`src/rtl/accum_pkg.sv`:
```
// Shared types and default sizing for the round-robin accumulator scheduler.
// IDW only matches the default NREQ; parameterised modules derive their own.
package accum_pkg;

  localparam int NREQ = 4;
  localparam int DW   = 5;
  localparam int SW   = 11;
  localparam int LENW = 7;
  localparam int IDW  = $clog2(NREQ);

  typedef enum logic [1:0] {
    IDLE,
    RUN,
    DONE
  } state_e;

endpackage

```
`src/rtl/accum_rr_sched_rr_arbiter.sv`:
```
// Combinational rotating-priority arbiter: the first requester at or above ptr_i wins,
// with the search wrapping modulo NREQ.
module rr_arbiter #(
  parameter int NREQ = accum_pkg::NREQ,
  localparam int IDW = $clog2(NREQ)
) (
  input  logic [NREQ-1:0] req_i,
  input  logic [IDW-1:0]  ptr_i,
  output logic [NREQ-1:0] gnt_o,
  output logic [IDW-1:0]  idx_o,
  output logic            any_o
);

  logic [IDW-1:0] cand;

  always_comb begin
    gnt_o = '0;
    idx_o = '0;
    any_o = 1'b0;
    cand  = '0;
    for (int k = 0; k < NREQ; k++) begin
      cand = IDW'((int'(ptr_i) + k) % NREQ);
      if (!any_o && req_i[cand]) begin
        any_o = 1'b1;
        idx_o = cand;
      end
    end
    gnt_o[idx_o] = any_o;
  end

endmodule

```
`src/rtl/accum_rr_sched.sv`:
```
// Round-robin scheduler sharing one running-sum accumulator among NREQ requesters;
// each granted requester streams len+1 samples and gets back its wrapped sum plus a carry flag.
module accum_rr_sched #(
  parameter int NREQ = accum_pkg::NREQ,
  parameter int DW   = accum_pkg::DW,
  parameter int SW   = accum_pkg::SW,
  parameter int LENW = accum_pkg::LENW
) (
  input  logic                     clk,
  input  logic                     rst,
  input  logic [NREQ-1:0]          req,
  input  logic [NREQ*LENW-1:0]     len,
  output logic [NREQ-1:0]          gnt,
  input  logic [DW-1:0]            din,
  input  logic                     din_valid,
  output logic                     din_ready,
  output logic [SW-1:0]            sum,
  output logic [$clog2(NREQ)-1:0]  sum_id,
  output logic                     sum_valid,
  output logic                     ovf
);
  import accum_pkg::*;

  localparam int IW = $clog2(NREQ);

  state_e          state_q, state_d;
  logic [NREQ-1:0] gnt_q, gnt_d;
  logic [IW-1:0]   wid_q, wid_d;
  logic [IW-1:0]   ptr_q, ptr_d;
  logic [IW-1:0]   sumId_q, sumId_d;
  logic [LENW-1:0] blen_q, blen_d;
  logic [LENW-1:0] cnt_q, cnt_d;
  logic [SW-1:0]   acc_q, acc_d;
  logic [SW-1:0]   sum_q, sum_d;
  logic            ovfInt_q, ovfInt_d;
  logic            ovf_q, ovf_d;

  logic [NREQ-1:0] arbGnt;
  logic [IW-1:0]   arbIdx;
  logic            arbAny;
  logic [SW:0]     accSum;
  logic            accept;
  logic [LENW-1:0] lenArr [NREQ];

  for (genvar g = 0; g < NREQ; g++) begin : gLenSplit
    assign lenArr[g] = len[g*LENW +: LENW];
  end

  rr_arbiter #(.NREQ(NREQ)) uArb (
    .req_i (req),
    .ptr_i (ptr_q),
    .gnt_o (arbGnt),
    .idx_o (arbIdx),
    .any_o (arbAny)
  );

  // Extra top bit of accSum is the carry out of the SW-bit accumulator.
  assign accept = din_valid && (state_q == RUN);
  assign accSum = {1'b0, acc_q} + {{(SW + 1 - DW){1'b0}}, din};

  always_comb begin
    state_d  = state_q;
    gnt_d    = gnt_q;
    wid_d    = wid_q;
    ptr_d    = ptr_q;
    sumId_d  = sumId_q;
    blen_d   = blen_q;
    cnt_d    = cnt_q;
    acc_d    = acc_q;
    sum_d    = sum_q;
    ovfInt_d = ovfInt_q;
    ovf_d    = ovf_q;
    case (state_q)
      IDLE: begin
        if (arbAny) begin
          gnt_d    = arbGnt;
          wid_d    = arbIdx;
          blen_d   = lenArr[arbIdx];
          acc_d    = '0;
          cnt_d    = '0;
          ovfInt_d = 1'b0;
          state_d  = RUN;
        end
      end
      RUN: begin
        if (accept) begin
          acc_d    = accSum[SW-1:0];
          ovfInt_d = ovfInt_q | accSum[SW];
          cnt_d    = cnt_q + 1'b1;
          if (cnt_q == blen_q) begin
            state_d = DONE;
            gnt_d   = '0;
            sum_d   = accSum[SW-1:0];
            sumId_d = wid_q;
            ovf_d   = ovfInt_q | accSum[SW];
            ptr_d   = (wid_q == IW'(NREQ - 1)) ? '0 : wid_q + 1'b1;
          end
        end
      end
      DONE: state_d = IDLE;
      default: state_d = IDLE;
    endcase
  end

  always_ff @(posedge clk or posedge rst) begin
    if (rst) begin
      state_q  <= IDLE;
      gnt_q    <= '0;
      wid_q    <= '0;
      ptr_q    <= '0;
      sumId_q  <= '0;
      blen_q   <= '0;
      cnt_q    <= '0;
      acc_q    <= '0;
      sum_q    <= '0;
      ovfInt_q <= 1'b0;
      ovf_q    <= 1'b0;
    end else begin
      state_q  <= state_d;
      gnt_q    <= gnt_d;
      wid_q    <= wid_d;
      ptr_q    <= ptr_d;
      sumId_q  <= sumId_d;
      blen_q   <= blen_d;
      cnt_q    <= cnt_d;
      acc_q    <= acc_d;
      sum_q    <= sum_d;
      ovfInt_q <= ovfInt_d;
      ovf_q    <= ovf_d;
    end
  end

  assign gnt       = gnt_q;
  assign din_ready = (state_q == RUN);
  assign sum_valid = (state_q == DONE);
  assign sum       = sum_q;
  assign sum_id    = sumId_q;
  assign ovf       = ovf_q;

endmodule

```
`config.mk`:
```
export PLATFORM = sky130hd
export DESIGN_NAME = accum_rr_sched
export DESIGN_NICKNAME = d
export VERILOG_FILES = /design/src/rtl/accum_pkg.sv /design/src/rtl/accum_rr_sched_rr_arbiter.sv /design/src/rtl/accum_rr_sched.sv
export SDC_FILE = /design/constraint.sdc
export NUM_CORES = 1
export LEC_CHECK = 0
export CORE_AREA = 2 2 78 80
export DETAILED_ROUTE_END_ITERATION = 8
export DIE_AREA = 0 0 80 82
export DONT_BUFFER_PORTS = 1
export PLACE_DENSITY = 0.71
export RECOVER_POWER = 100
export SLEW_MARGIN = 25
export SYNTH_ARGS = -nofsm -noshare
export SYNTH_HDL_FRONTEND = slang
export SYNTH_SLANG_ARGS = --single-unit
export TNS_END_PERCENT = 20
```
`constraint.sdc`:
```
create_clock -name clk -period 5.5 [get_ports clk]
set_input_delay 1.375 -clock clk [delete_from_list [all_inputs] [get_ports clk]]
set_output_delay 1.375 -clock clk [all_outputs]
set_load 0.1 [all_outputs]
```
Word level (Yosys, flattened, before mapping)
Cells that the tools add are included.
{"block": "totals", "regBits": 50, "inputBits": 40, "output_inout_bits": 20, "word_cells": 88}
{"block": "classes", "add_sub_neg": 6, "n_lt_le_gt_ge": 7, "eq_ne": 7, "mux": 39, "bitwise_logic": 3, "reduce_logical": 15}
{"operator": "7-bit two-way mux", "count": 4}
{"operator": "11-bit two-way mux", "count": 2}
{"operator": "11-bit case mux with 2 select lines", "count": 1}
{"operator": "2-bit two-way mux", "count": 8}
{"operator": "2-bit by 3-bit less-than comparator with 1-bit output (second input constant)", "count": 5}
{"operator": "7-bit binary-select mux with 2-bit select", "count": 1}
{"operator": "7-bit case mux with 2 select lines", "count": 1}
{"operator": "11-bit by 5-bit adder with 12-bit output", "count": 1}
{"operator": "4-bit two-way mux", "count": 3}
{"operator": "1-bit two-way mux", "count": 11}
{"operator": "3-bit AND reduction", "count": 3}
{"operator": "1-bit binary-select mux with 2-bit select", "count": 4}
{"operator": "4-bit case mux with 2 select lines", "count": 1}
{"operator": "7-bit by 1-bit adder with 7-bit output (second input constant)", "count": 1}
{"operator": "7-bit equality test", "count": 1}
{"operator": "1-bit logical AND", "count": 5}
{"operator": "2-bit by 1-bit adder with 2-bit output (second input constant)", "count": 2}
{"operator": "2-bit adder (second input constant)", "count": 2}
{"operator": "4-bit AND", "count": 1}
{"operator": "2-bit equality test (second input constant)", "count": 2}
{"operator": "2-bit by 1-bit inequality test with 1-bit output (second input constant)", "count": 2}
{"operator": "2-bit case mux with 2 select lines", "count": 1}
{"operator": "4-bit AND reduction", "count": 1}
{"operator": "3-bit >= comparator (second input constant)", "count": 1}
{"operator": "other kinds (11)", "count": 13}

Depth between registers and ports, before layout
Gate-level depths: netlist (run 1).
{"block": "depth", "word_depth": 19, "mapped_depth": 8, "ltp_nobuf": 8}

Modules after synthesis
Synthesis (run 1) repeated with hierarchy kept, for this count alone.
{"block": "unflattened", "cells_unflattened": 269, "hier_area_um2": 2771.4}
{"module": "accum_rr_sched", "n_inst": 1, "cells_per_inst": 237, "area_per_inst_um2": 2588.7, "seq_area_each_um2": 1251.2}
{"module": "rr_arbiter", "n_inst": 1, "cells_per_inst": 32, "area_per_inst_um2": 182.7, "seq_area_each_um2": 0.0}

Least setup slack after synthesis (run 1)
No wires, ideal clock.
{"block": "synth_path", "path_kind": "flip-flop to output port", "start": "reg state_q[0]", "end": "out sum_valid", "arrival_ns": 1.733, "required_ns": 4.125, "setup_slack_ns": 2.392, "path_stages_with_launch": 2, "n_path_buf": 0, "cell_sequence": "dfrtp_1 nor2b_1"}
{"block": "synth_between", "elab_chain_cells": 1}
{"element": "start, declared", "line": "accum_rr_sched.sv:26", "source": "state_e state_q, state_d;"}
{"element": "start signal, assigned", "line": "accum_rr_sched.sv:119", "source": "state_q <= state_d;"}
{"element": "2-bit equality test", "line": "accum_rr_sched.sv:135", "source": "assign sum_valid = (state_q == DONE);"}
{"element": "end, declared", "line": "accum_rr_sched.sv:19", "source": "output logic sum_valid,"}
Every way passes these cells.

Worst setup path after layout (run 1)
{"block": "layout_path", "start": "reg state_q[1]", "end": "reg sum_q[5], in the netlist sum[5]"}
{"block": "layout_between", "elab_chain_cells": 3}
{"element": "2-bit by 1-bit equality test with 1-bit output (*)"}
{"element": "named net din_ready", "line": "accum_rr_sched.sv:16", "source": "output logic din_ready,"}
{"element": "1-bit logical AND", "line": "accum_rr_sched.sv:58", "source": "assign accept = din_valid && (state_q == RUN);"}
{"element": "3-bit AND reduction (no line) (*)"}
{"element": "end signal, assigned", "line": "accum_rr_sched.sv:127", "source": "sum_q <= sum_d;"}
{"element": "end, declared", "line": "accum_rr_sched.sv:34", "source": "logic [SW-1:0] sum_q, sum_d;"}
Mark *: on every way through the listed nets, which the timed path passes. The rest lies on a longest branch.
A chain may end at the register's enable or synchronous reset.

==> results of run 1 <==
[critical path: cells and delay by family (launching register included)]
family                 cells  cell delay [ns]
AND/OR/NAND/NOR            3             2.44
flip-flops                 1             0.43
buffers and inverters      1             0.38
multiplexers               1             0.36
[synthesized netlist by cell type (2+ instances only)]
library cell / n
a21bo_2: 6
a21o_1: 3
a21oi_1: 14
a21oi_2: 2
a22o_1: 2
a31oi_1: 2
buf_2: 4
buf_6: 2
clkbuf_1: 5
clkbuf_2: 2
dfrtp_1: 50
ha_1: 7
inv_1: 13
mux2_1: 2
mux2_2: 4
mux2i_1: 12
nand2_1: 32
nand2b_1: 2
nand3_1: 8
nand4_1: 10
nor2_1: 19
nor2_2: 2
nor2b_1: 2
nor3_1: 2
nor3_4: 2
o21ai_0: 13
o21ai_1: 4
o221ai_1: 7
o22ai_1: 2
o2bb2ai_1: 2
o31ai_1: 7
or2_1: 2
or3_1: 5
xnor2_1: 12
xor2_1: 6
[metal layers]
layer  vias to the layer above  GRT usage
met5                         -          0
met4                         0    0.06271
met3                         9    0.04945
met2                        43     0.2850
met1                       973     0.2375
li1                       1010          -
[stage by stage]
step / cell area, um2 / hold slack [ns] / setup WS (ns)
2_1_floorplan: 2804 / 0.4666 / 2.392
3_3_place_gp: 2836 / 0.4827 / 2.481
3_5_place_dp: 2836 / 0.4893 / 2.420
4_1_cts: 2937 / 0.5158 / 2.508
5_1_grt: 2903 / 0.5437 / 1.573
6_report: 2903 / 0.5131 / 1.781
[how the worst max path moves through the flow]
stage	startpoint	end	slack (ns)	cells past startpoint
after global placement	din[0]	acc_q[10]	2.48	8
after global routing	state_q[1]	sum[5]	1.57	5
after CTS	state_q[1]	sum_valid	2.51	1
after detailed placement	din[0]	acc_q[10]	2.42	8
final	state_q[1]	sum[5]	1.78	5
after floorplan	state_q[0]	sum_valid	2.39	1
[flip-flops by register name (all words and copies together) (netlist names)]
| name | flops |
|---|---|
| ovf | 1 |
| cnt_q | 7 |
| gnt | 4 |
| state_q | 2 |
| ovfInt_q | 1 |
| acc_q | 11 |
| ptr_q | 2 |
| blen_q | 7 |
| sum_id | 2 |
| sum | 11 |
| wid_q | 2 |
[final cells by class]
type	instances	area, um2
Fill cell	552	2843
Multi-Input combinational cell	209	1396
Tap cell	75	93.84
Timing Repair Buffer	2	11.26
Clock buffer	6	82.58
Clock inverter	2	17.52
Sequential cell	50	1251
Inverter	13	50.05
[power by group through the flow]
stage	clock network, uW	logic (uW)	registers [uW]
floorplan	0	545	1000
global placement	0	612	1030
detailed placement	0	629	1040
CTS	235	632	1030
global route	251	691	1050
finish	227	608	1030
[logic make-up (layout without fill, tap and decap cells)]
family	Yosys count	count (layout)	share of synthesized area
AND/OR/NAND/NOR	92	92	0.1656
AO/OA/AOI/OAI	73	73	0.1812
flip-flops	50	50	0.4462
buffers and inverters	27	23	0.04552
XOR/XNOR	18	18	0.05622
multiplexers	18	18	0.06693
adder cells (fa/ha/maj)	8	8	0.03837
==> flow_metrics.py, run 1 <==
metrics = {
    "detailed_routing": {
        "antenna_left": 0,
        "dr.max_layer_used": "met4",
        "vias": 2035,
        "met1_length_mm": 2.476,
        "wl_met2_mm": 2.786,
        "drt_pass1_iterations": 4,
        "wl_mm": 5.608,
        "drt_drc_violations_left": 0,
        "via_per_inst": 5.700,
        "drt_iter0_drc": 131,
        "met3WireLength_um": 259,
        "routedWlPerCell_um": 15.71,
    },
    "yosys": {
        "postSynthCellCount": 286,
        "synth_top_area_share": 0.4462,
        "synth.largest_area_cell": "dfrtp_1",
        "ys_ff_latch": 50,
        "synth.distinct_cells": 52,
        "synth_area_per_cell_um2": 9.804,
        "async_flop_share": 1.000,
        "synth_area_leaders": "dfrtp_1, mux2i_1, nand2_1",
        "synth_flop_cell": "dfrtp_1",
        "yosysWarnings": 0,
        "synth_edf_count": 0,
        "seq_area_frac_synth": 0.4462,
        "netlist_area_um2": 2804,
        "syn_nets": 334,
    },
    "pwr": {
        "p_sw_uw": 1006,
        "power.leakage_uw": 0.001269,
        "pwr-share-seq": 0.551,
        "p_comb_frac": 0.327,
        "intPower_uw": 855.8,
        "power.density_nw_per_um2": 641.4,
        "clkPwrFrac": 0.122,
        "p_sw_frac": 0.5404,
        "finalPower_uw": 1862,
        "vdd_ir_drop_max_mv": 0.2467,
    },
    "sta": {
        "fin_crit_ns": 3.719,
        "rsz0062_at_grt": "false",
        "setup_viol": 0,
        "worst_clock_skew_ns": 0.005540,
        "fin_tns_setup_ns": 0,
        "hold_viol": 0,
        "max_freq_ghz": 0.2689,
        "slew_headroom": -0.4383,
        "period_share": 0.6761,
        "drv_slew": 64,
        "worstMarginPinSlew_ns": 2.146,
    },
    "worst_setup_path": {
        "worstPathRequired_ns": 5.69,
        "ff2ff_setup_slack_ns": 1.78,
        "reg2reg_from": "state_q[1]",
        "r2r-end": "sum[5]",
        "cpMaxStageDelayCell": "nor3_1",
        "reg2reg_depth": 5,
        "cp_cell_sequence": "and2b_1, nand2_1, nor3_1, buf_4, mux2_2",
        "crit_path_max_incr_delay_ns": 0.97,
        "cp.arrival_ns": 3.91,
        "crit_path_end_kind": "register",
        "critPathMaxFanout": 19,
        "start_kind": "register",
        "critPathKind": "register to register",
    },
    "clock_tree": {
        "clk_latency_ns": 0.30,
        "clockRootBuffer": "clkbuf_8",
        "cts_tree": "done",
        "postCtsSetupBuffers": 0,
        "clk_path_buf_depth": 2,
        "path_clk_slew_ns": 0.09,
        "clock_sinks": 50,
        "htree_levels": 2,
        "numCtsBuffers": 5,
        "cts-resized-gates": 0,
        "hold_buffers": 0,
    },
    "floorplanning": {
        "dieArea_um2": 6560,
        "start_util": 0.4880,
        "chipWidth_um": 80,
        "ios": 60,
        "coreArea_um2": 5746,
        "rows": 28,
        "die_y_um": 82,
    },
    "grt": {
        "grt_use_total": 0.1796,
        "grt_antenna_before_repair": 0,
        "grt_pass1_wl_mm": 9.114,
        "grt_max_degree": 51,
        "first_global_vias": 1927,
        "gr-total-overflow": 0,
    },
    "finish": {
        "fin_util": 0.5052,
        "diodes": 0,
        "final_common_cell": "dfrtp_1",
        "final_layout_size_suffix_gt1_frac": 0.08156,
        "mostFrequentLayoutCells": "dfrtp_1, nand2_1, nor2_1, o21ai_0, a21oi_1",
        "finalNonFillerCells": 357,
        "finalNetCount": 329,
        "synthToLayoutAreaGrowth_pct": 3.525,
    },
    "placed_design": {
        "hpwlAfterDp_mm": 4.127,
        "gp_congestion": 0.7859,
        "dp.cells": 349,
        "numPortBuffers": 0,
    },
    "flow_run": {
        "max-cap-violations": 3,
    },
    "worst_hold_path": {
        "worstHoldPathType": "register to register",
        "hold_path_end": "acc_q[7]",
        "hp-start": "acc_q[7]",
        "min_path_cells": 1,
    },
    "outcome": {
        "status": "finished with violations",
        "violations": "capacitance limit, slew limit",
    },
}
Power figures use the tool's default switching activity.
==> run 2: changes to the inputs <==
- clock period: 5.5 -> 3.6 ns (I/O delays scaled with it)
==> run 2 against run 1 <==
  * The run still ends with capacitance limit, slew limit left
  * Cell count increased by 0.84%
  * Sequential share of layout area decreased by 0.31 points
  * Global-route usage increased by 0.47 points
  * Highest routed layer unchanged
==> flow_metrics.py, run 2 (synthesis gave the netlist of run 1 again) <==
metrics = {
    "worst_setup_path": {
        "cp_cell_sequence": "and2b_2, clkbuf_1",
        "cp.arrival_ns": 1.91,
        "critPathKind": "register to output port",
        "cpMaxStageDelayCell": "clkbuf_1",
        "start_kind": "register",
        "path_delay_family": "buffers and inverters",
        "crit_path_end_kind": "output port",
        "worstPathRequired_ns": 2.70,
        "critPathMaxFanout": 5,
        "path_buf_inv": 1,
        "crit_path_max_incr_delay_ns": 0.94,
    },
    "sta": {
        "fin_crit_ns": 2.814,
        "setup_ws_ns": 0.7859,
        "setup_viol": 0,
        "fin_tns_setup_ns": 0,
        "hold_viol": 0,
        "max_freq_ghz": 0.3554,
        "slew_headroom": -0.4451,
        "period_share": 0.7817,
        "worstMarginPinSlew_ns": 2.156,
        "worst_clock_skew_ns": 0.01319,
        "rsz0062_at_grt": "false",
        "drv_slew": 51,
    },
    "grt": {
        "first_global_vias": 1935,
        "grt_pass1_wl_mm": 9.266,
        "gr-total-overflow": 0,
        "grt_use_total": 0.1842,
        "grt_antenna_before_repair": 0,
        "grt_max_degree": 51,
    },
    "outcome": {
        "status": "finished with violations",
        "violations": "capacitance limit, slew limit",
    },
    "clock_tree": {
        "hold_buffers": 0,
        "clk_path_buf_depth": 2,
        "cts_tree": "done",
        "postCtsSetupBuffers": 0,
        "clockRootBuffer": "clkbuf_8",
        "htree_levels": 2,
        "path_clk_slew_ns": 0.09,
        "clk_latency_ns": 0.31,
        "numCtsBuffers": 5,
        "clock_sinks": 50,
        "cts-resized-gates": 0,
    },
    "pwr": {
        "power.leakage_uw": 0.001268,
        "vdd_ir_drop_max_mv": 0.4101,
        "finalPower_uw": 2859,
        "power.density_nw_per_um2": 977.6,
    },
    "finish": {
        "finalNetCount": 332,
        "final_common_cell": "dfrtp_1",
        "mostFrequentLayoutCells": "dfrtp_1, nand2_1, nor2_1, o21ai_0, a21oi_1",
        "final_layout_size_suffix_gt1_frac": 0.09123,
        "synthToLayoutAreaGrowth_pct": 4.284,
        "diodes": 0,
        "fill_cells": 542,
    },
    "floorplanning": {
        "ios": 60,
        "dieArea_um2": 6560,
        "chipWidth_um": 80,
        "start_util": 0.4880,
        "rows": 28,
        "die_y_um": 82,
        "coreArea_um2": 5746,
    },
    "placed_design": {
        "hpwlAfterDp_mm": 4.036,
        "gp_congestion": 0.8274,
        "pre_cts_ws_ns": 1.025,
        "numPortBuffers": 0,
    },
    "detailed_routing": {
        "routedWlPerCell_um": 15.54,
        "antenna_left": 0,
        "drt_iter0_drc": 123,
        "wl_mm": 5.593,
        "drt_pass1_iterations": 4,
        "drt_drc_violations_left": 0,
        "vias": 2027,
        "via_per_inst": 5.631,
    },
    "flow_run": {
        "max-cap-violations": 1,
    },
    "worst_hold_path": {
        "worstHoldPathType": "register to register",
    },
}
[run 2: cell type report]
| cell class | count | area [um2] | share of cell area |
|---|---|---|---|
| sequential | 50 | 1251 | 0.4279 |
| timing repair buffer | 5 | 18.77 | 0.006418 |
| multi-input combinational | 209 | 1415 | 0.4840 |
| inverter | 13 | 50.05 | 0.01712 |
| clock buffer | 6 | 82.58 | 0.02824 |
| tap | 75 | 93.84 | 0.03209 |
| clock inverter | 2 | 12.51 | 0.004279 |
[run 2: worst paths after layout]
| path | end | slack (ns) | startpoint | cells past startpoint |
|---|---|---|---|---|
| setup / recovery | din_ready | 0.79 | state_q[1] | 2 |
| hold / removal | ovfInt_q | 0.51 | ovfInt_q | 2 |
| setup reg to reg | sum[7] | 1.01 | state_q[1] | 6 |
| hold reg to reg | ovfInt_q | 0.51 | ovfInt_q | 2 |
| max in group asynchronous | cnt_q[6] | 1.59 | rst | 1 |
| min in group asynchronous | cnt_q[0] | 1.03 | rst | 1 |
[run 2: stage by stage]
step,hold slack [ns],utilization,cells,instance area [um2]
2_1_floorplan,0.4666,-,286,2804
3_3_place_gp,0.4832,0.4976,352,2859
3_5_place_dp,0.4881,0.4976,352,2859
4_1_cts,0.5119,0.5142,360,2954
5_1_grt,0.5450,0.5089,360,2924
6_report,0.5094,0.5089,360,2924
[run 2: metal layers]
layer  share of wire  track usage  vias to the layer above
met5               0            0                        -
met4           0.014      0.06610                        0
met3           0.047      0.04396                        7
met2            0.49       0.2792                       40
met1            0.45       0.2586                      959
li1                -            -                     1021
[run 2: worst register-to-register path: stages (launching register included)]
cell and delay, ns:
dfrtp_1 0.42, and2b_2 0.24, nand2_2 0.20, nor3_2 1.09
clkbuf_1 0.34, nor2_1 0.07, a31oi_1 0.16
[run 2: power breakdown]
group	internal [uW]	switching [uW]	total, uW
Combinational	395	553	948
Sequential	760	807	1570
Clock	155	189	344
==> run 3: changes to the inputs <==
- clock period: 3.6 -> 2.8 ns (I/O delays scaled with it)
==> run 3 against run 2 <==
  * The run now ends clean
  * Global-route usage is 0.94 points lower
  * Combinational power is 28% higher
  * Clock skew is 0.0023 ns lower
  * Sequential share of layout area hardly changed
  * Wire length hardly changed
  * Clock power is 24% higher
  * Sequential power is 28% higher
  * Critical path depth stayed put
  * First-iteration DRC count is 43% higher
  * Critical path type unchanged
==> flow_metrics.py, run 3 (synthesis gave the netlist of run 1 again) <==
metrics = {
    "sta": {
        "whs_ns": 0.3346,
        "setup_viol": 0,
        "slew_headroom": 0.2282,
        "period_share": 0.8681,
        "hold_viol": 0,
        "fin_tns_setup_ns": 0,
        "fin_crit_ns": 2.431,
        "rsz0062_at_grt": "false",
        "worstMarginPinSlew_ns": 1.163,
        "max_freq_ghz": 0.4114,
        "drv_slew": 0,
        "worst_clock_skew_ns": 0.01090,
        "setup_ws_ns": 0.3694,
    },
    "placed_design": {
        "numPortBuffers": 0,
        "dp.cells": 356,
        "pre_cts_ws_ns": 0.3239,
        "hpwlAfterDp_mm": 4.218,
        "gp_congestion": 0.7984,
    },
    "worst_setup_path": {
        "ff2ff_setup_slack_ns": 0.52,
        "critPathKind": "register to output port",
        "cpMaxStageDelayCell": "clkbuf_1",
        "critPathMaxFanout": 5,
        "cp_cell_sequence": "nor2b_2, clkbuf_1",
        "cp.arrival_ns": 1.73,
        "crit_path_max_incr_delay_ns": 0.86,
        "startpoint": "state_q[1]",
        "crit_end": "sum_valid",
        "r2r-end": "ptr_q[1]",
        "reg2reg_depth": 5,
        "crit_path_end_kind": "output port",
        "start_kind": "register",
        "worstPathRequired_ns": 2.10,
        "reg2reg_from": "state_q[1]",
    },
    "worst_hold_path": {
        "worstHoldPathType": "primary input to asynchronous set/reset pin",
    },
    "detailed_routing": {
        "drt_iter0_drc": 176,
        "drt_pass1_iterations": 4,
        "drt_drc_violations_left": 0,
        "routedWlPerCell_um": 15.35,
        "wl_mm": 5.589,
        "antenna_left": 0,
        "via_per_inst": 5.679,
        "vias": 2067,
    },
    "clock_tree": {
        "hold_buffers": 0,
        "clock_sinks": 50,
        "path_clk_slew_ns": 0.09,
        "clockRootBuffer": "clkbuf_8",
        "numCtsBuffers": 5,
        "cts-resized-gates": 0,
        "clk_path_buf_depth": 2,
        "clk_latency_ns": 0.30,
        "cts_tree": "done",
        "postCtsSetupBuffers": 0,
        "htree_levels": 2,
    },
    "floorplanning": {
        "chipWidth_um": 80,
        "dieArea_um2": 6560,
        "start_util": 0.4880,
        "die_y_um": 82,
        "coreArea_um2": 5746,
        "ios": 60,
        "rows": 28,
    },
    "grt": {
        "grt_max_degree": 21,
        "grt_use_total": 0.1748,
        "grt_pass1_wl_mm": 8.997,
        "first_global_vias": 1977,
        "gr-total-overflow": 0,
        "grt_antenna_before_repair": 0,
    },
    "outcome": {
        "status": "completed",
    },
    "pwr": {
        "vdd_ir_drop_max_mv": 0.5184,
        "p_sw_uw": 1959,
        "p_comb_frac": 0.333,
        "power.leakage_uw": 0.001285,
        "power.density_nw_per_um2": 1248,
        "intPower_uw": 1692,
        "p_sw_frac": 0.5367,
        "pwr-share-seq": 0.551,
        "clkPwrFrac": 0.116,
    },
    "finish": {
        "diodes": 0,
        "finalNonFillerCells": 364,
        "synthToLayoutAreaGrowth_pct": 4.373,
        "final_common_cell": "dfrtp_1",
        "finalNetCount": 336,
        "mostFrequentLayoutCells": "dfrtp_1, nand2_1, nor2_1, o21ai_0, a21oi_1",
        "final_layout_size_suffix_gt1_frac": 0.08651,
    },
    "flow_run": {
        "max-cap-violations": 0,
    },
}
[run 3: layer usage]
metal / wire length (um) / track usage
met5: 0 / 0
met2: 2805 / 0.2950
met3: 256 / 0.03187
met1: 2466 / 0.2327
met4: 59 / 0.04746
[run 3: worst min-delay path by stage]
stage                     startpoint  depth (start not counted)  endpoint
after floorplan             ovfInt_q                          2  ovfInt_q
after global placement      ovfInt_q                          2  ovfInt_q
after detailed placement    acc_q[4]                          2  acc_q[4]
after CTS                        rst                          1    sum[4]
after global routing             rst                          1    sum[4]
final                            rst                          1    sum[6]
[run 3: per-stage QoR]
step,power (uW),area [um2],util
2_1_floorplan,3034,2804,-
3_3_place_gp,3257,2889,0.5028
3_5_place_dp,3303,2889,0.5028
4_1_cts,3732,2980,0.5187
5_1_grt,3890,2927,0.5094
6_report,3651,2927,0.5094
[run 3: worst max-delay path, delay by kind of cell (launching register included)]
| family | cells | cell delay (ns) |
|---|---|---|
| buf+inv | 1 | 0.86 |
| flops | 1 | 0.41 |
| simple gates | 1 | 0.16 |
[run 3: power by group through the flow]
stage / Combinational (uW) / Sequential [uW] / Clock, uW
2_1_floorplan: 1070 / 1960 / 0
3_3_place_gp: 1230 / 2020 / 0
3_5_place_dp: 1270 / 2030 / 0
4_1_cts: 1280 / 2020 / 436
5_1_grt: 1370 / 2060 / 467
6_report: 1210 / 2010 / 425
[run 3: cell type report]
class                           instances  area (um2)
Fill cell                             572        2819
Sequential cell                        50        1251
Multi-Input combinational cell        209        1401
Tap cell                               75       93.84
Clock inverter                          1       5.005
Timing Repair Buffer                    9       40.04
Inverter                               13       48.80
Clock buffer                            7       86.33
